<file path="config.mk">
export PLATFORM = sky130hd
export DESIGN_NAME = generic_sram_arbiter
export DESIGN_NICKNAME = d
export VERILOG_FILES = /design/src/rtl/generic_sram_arbiter.sv
export SDC_FILE = /design/constraint.sdc
export NUM_CORES = 1
export LEC_CHECK = 0
export ABC_AREA = 1
export CORE_UTILIZATION = 38
export DETAILED_ROUTE_END_ITERATION = 6
export PLACE_DENSITY = 0.85
export SYNTH_ARGS = -nofsm -noshare
export SYNTH_HDL_FRONTEND = slang
export SYNTH_SLANG_ARGS = --single-unit
export TNS_END_PERCENT = 10
</file>
<file path="constraint.sdc">
create_clock -name clk -period 3.9 [get_ports clk]
set_clock_uncertainty 0.1 [all_clocks]
set_input_delay 0.78 -clock clk [delete_from_list [all_inputs] [get_ports clk]]
set_output_delay 0.78 -clock clk [all_outputs]
set_load 0.02 [all_outputs]
</file>
<file path="src/rtl/generic_sram_arbiter.sv">
// Round-robin arbiter sharing both ports of a dual-port SRAM among nreq requesters.
// Optional zero-fill of the whole SRAM after reset when GENERIC_SRAM_ARB_INIT_EN is defined.
module generic_sram_arbiter #(
    parameter int abits = 10,
    parameter int dbits = 16,
    parameter int nreq  = 4
) (
    input  logic                  clk,
    input  logic                  rst,
    input  logic [nreq-1:0]       req_valid,
    output logic [nreq-1:0]       req_ready,
    input  logic [nreq-1:0]       req_we,
    input  logic [nreq*abits-1:0] req_addr,
    input  logic [nreq*dbits-1:0] req_wdata,
    output logic [nreq-1:0]       rsp_valid,
    output logic [nreq*dbits-1:0] rsp_rdata,
    output logic [abits-1:0]      a0,
    output logic [abits-1:0]      a1,
    output logic [dbits-1:0]      d0,
    output logic [dbits-1:0]      d1,
    output logic                  we0,
    output logic                  we1,
    input  logic [dbits-1:0]      q0,
    input  logic [dbits-1:0]      q1
);

    localparam int pbits = $clog2(nreq);

    logic [abits-1:0] addr_arr  [nreq];
    logic [dbits-1:0] wdata_arr [nreq];

    logic [pbits-1:0] ptr_reg, ptr_next;
    logic [nreq-1:0]  rsp_pend_reg, rsp_pend_next;
    logic [nreq-1:0]  rsp_port_reg, rsp_port_next;

    logic             g0_found, g1_found, conflict;
    logic [pbits-1:0] g0_idx, g1_idx;
    logic             grant0, grant1;
    logic             arb_en;
    logic             init_we;
    logic [abits-2:0] init_cnt;

    generate
        for (genvar gi = 0; gi < nreq; gi++) begin : g_unpack
            assign addr_arr[gi]  = req_addr[gi*abits +: abits];
            assign wdata_arr[gi] = req_wdata[gi*dbits +: dbits];
        end
    endgenerate

`ifdef GENERIC_SRAM_ARB_INIT_EN
    typedef enum logic {
        S_INIT,
        S_ARB
    } state_t;

    state_t           state_reg, state_next;
    logic [abits-2:0] init_cnt_reg, init_cnt_next;
    logic             init_active;

    always_ff @(posedge clk) begin
        if (rst) begin
            state_reg    <= S_INIT;
            init_cnt_reg <= '0;
        end else begin
            state_reg    <= state_next;
            init_cnt_reg <= init_cnt_next;
        end
    end

    // Each init cycle clears one even/odd word pair; leave after the last pair.
    always_comb begin
        state_next    = state_reg;
        init_cnt_next = init_cnt_reg;
        init_active   = 1'b0;
        case (state_reg)
            S_INIT: begin
                init_active   = 1'b1;
                init_cnt_next = init_cnt_reg + 1'b1;
                if (&init_cnt_reg) begin
                    state_next = S_ARB;
                end
            end
            default: begin
                init_active = 1'b0;
            end
        endcase
    end

    assign init_we  = init_active & ~rst;
    assign init_cnt = init_cnt_reg;
    assign arb_en   = ~rst & ~init_active;
`else
    assign init_we  = 1'b0;
    assign init_cnt = '0;
    assign arb_en   = ~rst;
`endif

    // Scan from ptr: first valid takes port 0, the next valid is the port 1 candidate.
    always_comb begin
        logic [pbits:0] sum;
        logic [pbits-1:0] idx;
        g0_found = 1'b0;
        g1_found = 1'b0;
        g0_idx   = '0;
        g1_idx   = '0;
        sum      = '0;
        idx      = '0;
        for (int k = 0; k < nreq; k++) begin
            sum = {1'b0, ptr_reg} + (pbits+1)'(k);
            if (sum >= (pbits+1)'(nreq)) begin
                sum = sum - (pbits+1)'(nreq);
            end
            idx = sum[pbits-1:0];
            if (req_valid[idx]) begin
                if (!g0_found) begin
                    g0_found = 1'b1;
                    g0_idx   = idx;
                end else if (!g1_found) begin
                    g1_found = 1'b1;
                    g1_idx   = idx;
                end
            end
        end
    end

    // Same-address pairs are only safe when both are reads.
    assign conflict = (addr_arr[g1_idx] == addr_arr[g0_idx]) &&
                      (req_we[g0_idx] || req_we[g1_idx]);
    assign grant0   = arb_en & g0_found;
    assign grant1   = arb_en & g1_found & ~conflict;

    always_comb begin
        req_ready = '0;
        for (int i = 0; i < nreq; i++) begin
            if ((grant0 && g0_idx == pbits'(i)) || (grant1 && g1_idx == pbits'(i))) begin
                req_ready[i] = 1'b1;
            end
        end
    end

    always_comb begin
        a0  = '0;
        a1  = '0;
        d0  = '0;
        d1  = '0;
        we0 = 1'b0;
        we1 = 1'b0;
        if (init_we) begin
            a0  = {init_cnt, 1'b0};
            a1  = {init_cnt, 1'b1};
            we0 = 1'b1;
            we1 = 1'b1;
        end else begin
            if (grant0) begin
                a0  = addr_arr[g0_idx];
                d0  = wdata_arr[g0_idx];
                we0 = req_we[g0_idx];
            end
            if (grant1) begin
                a1  = addr_arr[g1_idx];
                d1  = wdata_arr[g1_idx];
                we1 = req_we[g1_idx];
            end
        end
    end

    function automatic logic [pbits-1:0] wrap_inc(input logic [pbits-1:0] v);
        return (v == pbits'(nreq - 1)) ? '0 : v + 1'b1;
    endfunction

    always_comb begin
        ptr_next      = ptr_reg;
        rsp_pend_next = '0;
        rsp_port_next = '0;
        if (grant1) begin
            ptr_next = wrap_inc(g1_idx);
        end else if (grant0) begin
            ptr_next = wrap_inc(g0_idx);
        end
        if (grant0 && !req_we[g0_idx]) begin
            rsp_pend_next[g0_idx] = 1'b1;
            rsp_port_next[g0_idx] = 1'b0;
        end
        if (grant1 && !req_we[g1_idx]) begin
            rsp_pend_next[g1_idx] = 1'b1;
            rsp_port_next[g1_idx] = 1'b1;
        end
    end

    always_ff @(posedge clk) begin
        if (rst) begin
            ptr_reg      <= '0;
            rsp_pend_reg <= '0;
            rsp_port_reg <= '0;
        end else begin
            ptr_reg      <= ptr_next;
            rsp_pend_reg <= rsp_pend_next;
            rsp_port_reg <= rsp_port_next;
        end
    end

    // Responses come straight from the SRAM's registered outputs; masked while in reset.
    assign rsp_valid = rsp_pend_reg & {nreq{~rst}};

    generate
        for (genvar gi = 0; gi < nreq; gi++) begin : g_rsp
            assign rsp_rdata[gi*dbits +: dbits] = !rsp_valid[gi] ? '0 :
                                                  (rsp_port_reg[gi] ? q1 : q0);
        end
    endgenerate

endmodule
</file>
==> After elaboration in Yosys (flattened, before gate mapping) <==
Cells that the tools add are included.
{ "word_totals": {"regBits": 10, "input_bits": 146, "out_inout_bits": 126} }
{ "classes": {"n_addsub": 9, "magnitude_cmp": 14, "n_eq_ne": 7, "n_mux": 81, "bitwise": 10, "n_reduce_logical": 24} }
{ "ops": {"columns": ["operator", "count"], "rows": [
  ["$mux W16", 14],
  ["$bmux W16 S2", 2],
  ["$mux W10", 6],
  ["$mux W2", 23],
  ["$bmux W10 S2", 2],
  ["$mux W1", 24],
  ["$lt A2 B3 Y1 const B", 6],
  ["$ge A3 B3 Y1 const B", 5],
  ["$logic_and A1 B1 Y1", 13],
  ["$bmux W1 S2", 6],
  ["$eq A10 B10 Y1", 1],
  ["$eq A2 B2 Y1 const B", 4],
  ["$mux W4", 2],
  ["$sub A2 B1 Y2 const B", 4],
  ["$add A2 B2 Y3 const B", 2],
  ["$not A2 Y3", 2],
  ["$logic_or A1 B1 Y1", 5],
  ["$add A2 B1 Y2 const B", 2],
  ["$and A4 B4 Y4", 1],
  ["$demux W1 S2", 2],
  ["$eq A2 B1 Y1 const B", 2],
  ["$ge A2 B1 Y1 const B", 2],
  ["$logic_not A2 Y1", 2],
  ["$or A4 B4 Y4", 1],
  ["7 further kinds", 12]
]} }

==> Longest topological paths before layout <==
Gate-level depths: netlist of run 1.
{ "depth": {"depth_word": 24, "depth_mapped": 28} }

==> Worst setup path before layout of run 1 <==
Ideal clock, no wire load.
{ "synth_timing": {"kind": "input -> output", "start": "input port req_valid[3]", "end": "output port d1[15]", "t_arrival_ns": 3.101, "required_time_ns": 3.020, "slack_ns": -0.081, "path_stages": 23, "path_buffers": 1, "cell_sequence": "inv_1 -> nand2_1 -> nand3_1 -> nand2_2 -> ha_1 -> inv_1 -> nand3_1 -> nand2_1 -> nand2_1 -> nand2_1 -> nand2_2 -> nand2_4 -> buf_6 -> nand2_1 -> o21ai_1 -> nand2_1 -> nand2_1 -> nand3_1 -> nand2_1 -> nor2_1 -> nand3_2 -> nand2_4 -> a211oi_1"} }
{ "synth_via": {"elab_chain_len": 20, "elab_cells_between_ends": 54, "classes_between": "eq/ne: 1; mux: 46; bitwise: 5; reduce/logical: 2"} }
{ "synth_rtl": {"columns": ["item", "line_no", "source"], "rows": [
  ["start: declaration", "10", "input logic [nreq-1:0] req_valid,"],
  ["$bmux W1 S2", "114", "if (req_valid[idx]) begin"],
  ["$mux W1 (not written as such)", "114", null],
  ["$mux W1", "114", null],
  ["$mux W2 / $mux W1 (equally long branches)", "115", "if (!g0_found) begin"],
  ["$mux W2 / $mux W1 (equally long branches)", "114", null],
  ["$mux W2", "118", "end else if (!g1_found) begin"],
  ["$mux W2", "115", null],
  ["$mux W2", "114", null],
  ["[3 not listed]", null, null],
  ["$not A2 Y3 (not written as such)", "127, 161", null],
  ["$bmux W10 S2", "127", "assign conflict = (addr_arr[g1_idx] == addr_arr[g0_idx]) &&"],
  ["$mux W10 (not written as such) (2 in a row)", "127", null],
  ["$eq A10 B10 Y1", "127", null],
  ["$logic_and A1 B1 Y1", "127", null],
  ["$not A1 Y1", "130", "assign grant1 = arb_en & g1_found & ~conflict;"],
  ["$and A1 B1 Y1", "130", null],
  ["$mux W16 *", "159", "if (grant1) begin"],
  ["end: declaration", "20", "output logic [dbits-1:0] d1,"]
]} }
Every way passes the cells marked *; elsewhere a longest branch is shown, timed or not. The select of a mux whose other input is x is not followed.

==> Worst setup path after layout of run 1 <==
{ "layout_timing": {"start": "input port req_valid[1]", "end": "output port req_ready[1]"} }
{ "layout_via": {"elab_chain_len": 22, "elab_cells_between_ends": 58, "classes_between": "eq/ne: 3; mux: 44; bitwise: 6; reduce/logical: 5"} }
{ "layout_rtl": {"columns": ["item", "line_no", "source"], "rows": [
  ["$bmux W1 S2", "114", null],
  ["$mux W1 (not written as such)", "114", null],
  ["$mux W1", "114", null],
  ["$mux W2 / $mux W1 (equally long branches)", "115", null],
  ["$mux W2 / $mux W1 (equally long branches)", "114", null],
  ["$mux W2", "118", null],
  ["$mux W2", "115", null],
  ["$mux W2", "114", null],
  ["[5 not listed]", null, null],
  ["$mux W10 (not written as such) (2 in a row)", "127", null],
  ["$eq A10 B10 Y1", "127", null],
  ["$logic_and A1 B1 Y1", "127", null],
  ["$not A1 Y1", "130", null],
  ["$and A1 B1 Y1", "130", null],
  ["$logic_and A1 B1 Y1", "135", "if ((grant0 && g0_idx == pbits'(i)) || (grant1 && g1_idx == pbits'(i))) begin"],
  ["$logic_or A1 B1 Y1 *", "135", null],
  ["$mux W1 *", "135", null],
  ["end: declaration", "11", "output logic [nreq-1:0] req_ready,"]
]} }
Marks and branches as above.

==> results of run 1 <==
==> repair_timing <==
action | in CTS | in global routing
gates cloned | 8 | 3
endpoints found under the setup margin | 58 | 58
gates resized for setup | 313 | 114
pin swaps | 35 | 38
setup buffers | 14 | 18
==> per-layer routing <==
metal  up-vias  track usage (%)  wire [um]
met3       174             6.15       2620
met1      3565             41.0       8580
met2       610             64.7      11700
met4         0             19.7       1720
li1       3591                -          -
met5         -                0          0
==> through the flow <==
stage	setup slack, ns	TNS [ns]	utilization, %
finish	-0.619	-17.65	79.9
global route	-0.741	-22.94	79.9
CTS	-0.457	-9.58	74.8
detailed placement	-1.25	-57.63	70.9
global placement	-1.20	-55.15	70.9
floorplan	-0.0712	-1.10	-
==> layout make-up <==
type | count | area [sq um]
inverters | 95 | 377
fillers | 785 | 2200
well taps | 140 | 175
multi-input cells | 717 | 3940
repair buffers | 412 | 3950
diodes | 1 | 2.50
flip-flops and latches | 10 | 201
clock buffers | 4 | 88.8
==> cell usage in the layout, fill, tap and decap left out, drive strengths merged <==
master and count:
nand2 364, o21ai 41, nor2 34, dlygate4sd2 4, nand3 103, diode 1
o21bai 1, dfxtp 10, clkinv 1, a211oi 16, nand4 1, nand3b 4
o22ai 4, a21oi 118, and2 1, o211ai 5, clkdlybuf4s50 209, inv 94
clkdlybuf4s15 2, ha 10, buf 190, a311oi 15, clkbuf 11
==> worst paths after layout <==
check                             startpoint      endpoint  slack, ns  cells past startpoint
worst min-delay path              ptr_reg[0]    ptr_reg[0]       0.75                      5
worst min register to register    ptr_reg[0]    ptr_reg[0]       0.75                      5
worst max register to register    ptr_reg[0]    ptr_reg[1]       0.38                     29
worst max-delay path            req_valid[1]  req_ready[1]      -0.62                     28
==> kinds of logic (layout without fill, tap and decap cells) <==
group / after synthesis / count (layout) / share of synthesized area, %
flip-flops: 10 / 10 / 4.65
AO/OA/AOI/OAI: 200 / 200 / 27.7
AND/OR/NAND/NOR: 504 / 507 / 49.3
other: 0 / 1 / 0
buffers and inverters: 156 / 511 / 15.5
adder cells (fa/ha/maj): 10 / 10 / 2.90
==> power by group through the flow <==
stage	Combinational, uW	Sequential [uW]	Clock, uW
global placement	8110	158	0
global route	10800	165	211
detailed placement	8190	159	0
CTS	8750	159	204
floorplan	4780	150	0
finish	10200	163	202
==> worst register-to-register path, delay by kind of cell, from the launching register on <==
kind | cells | cell delay [ns]
adder cells (fa/ha/maj) | 1 | 0.20
buffers and inverters | 6 | 0.70
flip-flops | 1 | 0.44
AND/OR/NAND/NOR | 22 | 2.01
==> results.py, run 1 <==
metrics = {
    "outcome": {
        "status": "finished with violations",
        "violations": "setup timing",
    },
    "power": {
        "power_uw": 10600,
        "p_comb_share_pct": 96.6,
        "netSwitchingFraction_pct": 56.9,
        "peakVddDrop_v": 0.000755,
        "switching_power_uw": 6020,
        "p_int_uw": 4560,
        "clkPwrFrac_pct": 1.9,
        "leakage_uw": 0.00421,
        "p_seq_share_pct": 1.5,
        "power.density_nw_per_um2": 1210,
    },
    "critical_path": {
        "path_buf_inv": 7,
        "cpMaxStageDelayCell": "ha_4",
        "crit_type": "in -> out",
        "cpMostUsedCell": "nand2_2",
        "critPathRequiredTime_ns": 3.02,
        "cp_max_fo": 8,
        "crit_family": "simple AND/OR/NAND/NOR gates",
        "worst-endpoint-arrival_ns": 3.64,
        "crit_path_max_incr_delay_ns": 0.24,
        "crit_path_start_kind": "input pin",
        "endpoint_kind": "output pin",
    },
    "placement": {
        "numPortBuffers": 271,
        "placed_cell_area_sq_um": 7760,
        "dp_hpwl_um": 15200,
        "dp_cells": 1332,
        "gp_congestion": 0.912,
    },
    "timing": {
        "min_period_over_period_pct": 116,
        "fin_crit_ns": 4.52,
        "worst_slack_ns": -0.619,
        "hold_ws_ns": 0.751,
        "drv_slew": 0,
        "setup_viol": 39,
        "relSlewSlack_pct": 61.3,
        "hold_violations": 0,
        "rsz0062_at_grt": "yes",
        "worstMarginPinSlew_ns": 0.580,
        "fmax_mhz": 221,
    },
    "floorplan": {
        "die_y_um": 108,
        "io_pins": 272,
        "placementRows": 38,
        "die_x_um": 108,
        "dieArea_sq_um": 11800,
        "start_util_pct": 39.4,
        "coreArea_sq_um": 10900,
    },
    "routing": {
        "firstDrtPassIters": 7,
        "drt_iter0_drc": 954,
        "dr_total_vias": 7940,
        "drt-total-wl_um": 24700,
        "ant_nets": 0,
        "routedWlPerCell_um": 17.9,
        "drc": 0,
        "viasPerCell": 5.76,
    },
    "layout": {
        "stdcell_count": 1379,
        "nets": 1395,
        "final_area_sq_um": 8730,
        "synthToLayoutAreaGrowth_pct": 103,
        "drive_gt1_share_pct": 26.7,
    },
    "global_routing": {
        "grt_pass1_vias": 7085,
        "grt_antenna_before_repair": 1,
        "grt-ovfl-total": 0,
        "grt_pass1_wl_um": 34200,
        "grt_max_degree": 26,
        "grt_usage_pct": 36.4,
    },
    "clocking": {
        "cts_buffer_depth": 2,
        "cts_tree": "yes",
        "clock_latency_ns": 0.24,
        "clock-root-buffer": "clkbuf_16",
        "htreeDepth": 1,
        "numCtsBuffers": 3,
        "clkTransAtPathRegs_ns": 0.04,
        "cts_sinks": 10,
        "postCtsHoldBufs": 0,
    },
    "run": {
        "maxCapViolCount": 0,
    },
    "logic_synthesis": {
        "syn_nets": 1036,
        "ys_ff_latch": 10,
        "yosys.area.top_type": "nand2_1",
        "syn-cell-area_sq_um": 4310,
        "yosysUniqueCellTypes": 30,
        "synthTopCellsByCount": "349 x nand2_1, 117 x a21oi_1, 101 x nand3_1",
        "syn_avg_cell_area_sq_um": 4.90,
        "synth_seq_area_share_pct": 4.65,
        "syn_inst": 880,
        "yosysWarnings": 0,
        "ys_async_sr_fraction_pct": 0,
        "synth_edf_count": 0,
        "synth_flop_cell": "dfxtp_1",
        "synth.area.top_cells": "nand2_1 30%, a21oi_1 14%, nand3_1 12%, inv_1 7.3%, dfxtp_1 4.6%",
        "synth_most_common_cell": "nand2_1",
        "synth_top_area_share_pct": 30.4,
    },
    "min_path": {
        "hp-class": "reg -> reg",
    },
}
(Power assumes the default switching activity.)
==> run 2: changes to the inputs <==
--- a/config.mk
+++ b/config.mk
@@ -8,7 +8,7 @@
 export ABC_AREA = 1
 export CORE_UTILIZATION = 38
 export DETAILED_ROUTE_END_ITERATION = 6
-export PLACE_DENSITY = 0.85
+export PLACE_DENSITY = 0.83
 export SYNTH_ARGS = -nofsm -noshare
 export SYNTH_HDL_FRONTEND = slang
 export SYNTH_SLANG_ARGS = --single-unit
==> results.py, run 2 <==
metrics = {
    "clocking": {
        "postCtsHoldBufs": 0,
        "cts_sinks": 10,
        "htreeDepth": 1,
        "clock-root-buffer": "clkbuf_16",
        "numCtsBuffers": 3,
        "cts_buffer_depth": 2,
    },
    "logic_synthesis": {
        "yosys.area.top_type": "nand2_1",
        "syn_inst": 880,
        "ys_async_sr_fraction_pct": 0,
        "synth_flop_cell": "dfxtp_1",
        "ys_ff_latch": 10,
        "syn_nets": 1036,
        "yosysWarnings": 0,
        "synth.area.top_cells": "nand2_1 30%, a21oi_1 14%, nand3_1 12%, inv_1 7.3%, dfxtp_1 4.6%",
        "synthTopCellsByCount": "349 x nand2_1, 117 x a21oi_1, 101 x nand3_1",
        "synth_edf_count": 0,
        "yosysUniqueCellTypes": 30,
        "synth_seq_area_share_pct": 4.65,
        "synth_most_common_cell": "nand2_1",
        "synth_top_area_share_pct": 30.4,
        "syn-cell-area_sq_um": 4310,
        "syn_avg_cell_area_sq_um": 4.90,
    },
    "timing": {
        "postGrtWorstEndpoint": "d1[4]",
        "worst-ep-kind": "primary output",
    },
    "placement": {
        "numPortBuffers": 271,
        "dp_hpwl_um": 15300,
        "gp_congestion": 0.902,
    },
    "global_routing": {
        "grt-ovfl-total": 1,
        "grt_usage_pct": 49.9,
        "grt_max_degree": 33,
    },
    "outcome": {
        "stop_error": "[ERROR GRT-0232] Routing congestion too high. Check the congestion heatmap in the GUI.",
        "haltStage": "global routing (5_1_grt)",
        "status": "aborted with a tool error",
    },
    "floorplan": {
        "die_y_um": 108,
        "start_util_pct": 39.4,
        "placementRows": 38,
        "die_x_um": 108,
        "io_pins": 272,
    },
}
run 2: layer usage:
layer	GRT overflow	global-route usage (%)
met2	0	77.8
met5	0	0
met4	1	46.2
met3	0	18.6
met1	0	51.7
run 2: cells by family after synthesis:
kind of cell    Yosys count  share of synthesized area [%]
simple gates            504                           49.3
compound gates          200                           27.7
buf+inv                 156                           15.5
fa+ha+maj                10                           2.90
flops                    10                           4.65
run 2: repair_timing:
| action | 4_1_cts |
|---|---|
| cloned | 10 |
| endpoints found under the setup margin | 58 |
| setup buffers | 32 |
| gates resized for setup | 339 |
| pin swaps | 52 |
run 2: through the flow:
stage          instances  setup TNS [ns]  area [sq um]  setup slack [ns]
2_1_floorplan        880           -1.10          4310           -0.0712
3_3_place_gp        1328          -56.57          7710             -1.21
3_5_place_dp        1328          -60.29          7710             -1.28
4_1_cts             1374          -10.51          8510            -0.408
==> run 3: changes to the inputs <==
--- a/config.mk
+++ b/config.mk
@@ -8,7 +8,7 @@
 export ABC_AREA = 1
 export CORE_UTILIZATION = 38
 export DETAILED_ROUTE_END_ITERATION = 6
-export PLACE_DENSITY = 0.83
+export PLACE_DENSITY_LB_ADDON = 0.15
 export SYNTH_ARGS = -nofsm -noshare
 export SYNTH_HDL_FRONTEND = slang
 export SYNTH_SLANG_ARGS = --single-unit
==> results.py, run 3 (same netlist as run 1, synthesis figures left out) <==
metrics = {
    "outcome": {
        "status": "finished with violations",
        "violations": "setup timing",
    },
    "layout": {
        "n_antenna_cell": 0,
        "nFillCells": 804,
        "nets": 1386,
        "synthToLayoutAreaGrowth_pct": 101,
        "final_cell_mix": "313 x nand2_1, 210 x clkdlybuf4s50_1, 118 x buf_4",
        "drive_gt1_share_pct": 26.2,
        "final_common_cell": "nand2_1",
    },
    "clocking": {
        "htreeDepth": 1,
        "postCtsHoldBufs": 0,
        "cts_tree": "yes",
        "clock-root-buffer": "clkbuf_16",
        "clkTransAtPathRegs_ns": 0.04,
        "cts_buffer_depth": 2,
        "numCtsBuffers": 3,
        "clock_latency_ns": 0.23,
        "cts_sinks": 10,
    },
    "critical_path": {
        "endpoint_kind": "output pin",
        "cp_max_fo": 8,
        "rrSetupSlack_ns": 0.14,
        "crit_type": "in -> out",
        "crit_path_max_incr_delay_ns": 0.18,
        "crit_end": "we1",
        "rr_startpoint": "ptr_reg[0]",
        "cpMaxStageDelayCell": "buf_6",
        "r2r-end": "ptr_reg[1]",
        "cpMostUsedCell": "nand2_1",
        "worstRegToRegCells": 28,
        "worst-endpoint-arrival_ns": 3.61,
        "crit_start": "req_valid[3]",
        "critPathRequiredTime_ns": 3.02,
        "crit_path_start_kind": "input pin",
    },
    "floorplan": {
        "io_pins": 272,
        "die_x_um": 108,
        "start_util_pct": 39.4,
        "die_y_um": 108,
        "placementRows": 38,
        "coreArea_sq_um": 10900,
        "dieArea_sq_um": 11800,
    },
    "run": {
        "maxCapViolCount": 0,
    },
    "global_routing": {
        "grt_usage_pct": 35.4,
        "grt_max_degree": 27,
        "grt_antenna_before_repair": 0,
        "grt-ovfl-total": 0,
        "grt_pass1_wl_um": 33400,
        "grt_pass1_vias": 6870,
    },
    "routing": {
        "dr_total_vias": 7734,
        "drt_iter0_drc": 795,
        "viasPerCell": 5.65,
        "drt-total-wl_um": 23800,
        "routedWlPerCell_um": 17.4,
        "drc": 0,
        "ant_nets": 0,
        "firstDrtPassIters": 7,
    },
    "placement": {
        "numPortBuffers": 271,
        "pre_cts_ws_ns": -1.25,
        "gp_congestion": 0.930,
        "dp_hpwl_um": 15400,
    },
    "min_path": {
        "holdCritStartpoint": "ptr_reg[0]",
        "hp-class": "reg -> reg",
        "holdPathStages": 5,
    },
    "timing": {
        "relSlewSlack_pct": 59.9,
        "worstMarginPinSlew_ns": 0.601,
        "setup_viol": 45,
        "fin_crit_ns": 4.49,
        "hold_ws_ns": 0.679,
        "rsz0062_at_grt": "yes",
        "worst_slack_ns": -0.586,
        "drv_slew": 0,
        "min_period_over_period_pct": 115,
        "fmax_mhz": 223,
        "hold_violations": 0,
    },
    "power": {
        "peakVddDrop_v": 0.000777,
        "leakage_uw": 0.00420,
        "power.density_nw_per_um2": 1200,
    },
}
## run 3: cell type report
cell class / instances / area [sq um] / area share, %
clock buffer: 4 / 88.8 / 1.03
sequential: 10 / 201 / 2.33
inverter: 95 / 367 / 4.23
timing repair buffer: 405 / 3950 / 45.6
multi-input combinational: 715 / 3880 / 44.8
tap: 140 / 175 / 2.02
## run 3: power by group
| group | switching (uW) | total (uW) | internal (uW) |
|---|---|---|---|
| clock | 47.8 | 202 | 154 |
| sequential | 20.0 | 159 | 139 |
| combinational | 5810 | 10000 | 4240 |
## run 3: layer usage
layer | track usage, % | routed length (um) | vias to the layer above
li1 | - | - | 3577
met3 | 5.97 | 2560 | 138
met4 | 15.4 | 1400 | 0
met1 | 41.2 | 8340 | 3439
met2 | 63.0 | 11500 | 580
met5 | 0 | 0 | -
## run 3: worst min path at each step
stage,endpoint,slack [ns]
CTS,ptr_reg[0],0.67
global route,ptr_reg[0],0.72
floorplan,ptr_reg[1],0.48
global placement,ptr_reg[0],0.62
detailed placement,ptr_reg[1],0.65
finish,ptr_reg[0],0.68
## run 3: through the flow
stage | std cells | cell area, sq um | TNS (ns) | power [uW] | util, %
floorplan | 880 | 4310 | -1.10 | 4930 | -
global placement | 1328 | 7740 | -52.20 | 8240 | 70.8
detailed placement | 1328 | 7740 | -54.92 | 8280 | 70.8
CTS | 1355 | 8210 | -9.41 | 9130 | 75.1
global route | 1369 | 8660 | -22.88 | 11100 | 79.2
finish | 1369 | 8660 | -17.10 | 10400 | 79.2
## run 3: what timing repair did
action                     CTS  global route
gates resized for setup    319           112
setup endpoints to repair   58            57
gates cloned                 8             2
setup buffers               17            12
pin swaps                   39            42
## run 3: worst max-delay path: cells and delay by family
family,cells,cell delay [ns]
and+or+nand+nor,17,1.68
buffers and inverters,9,1.13
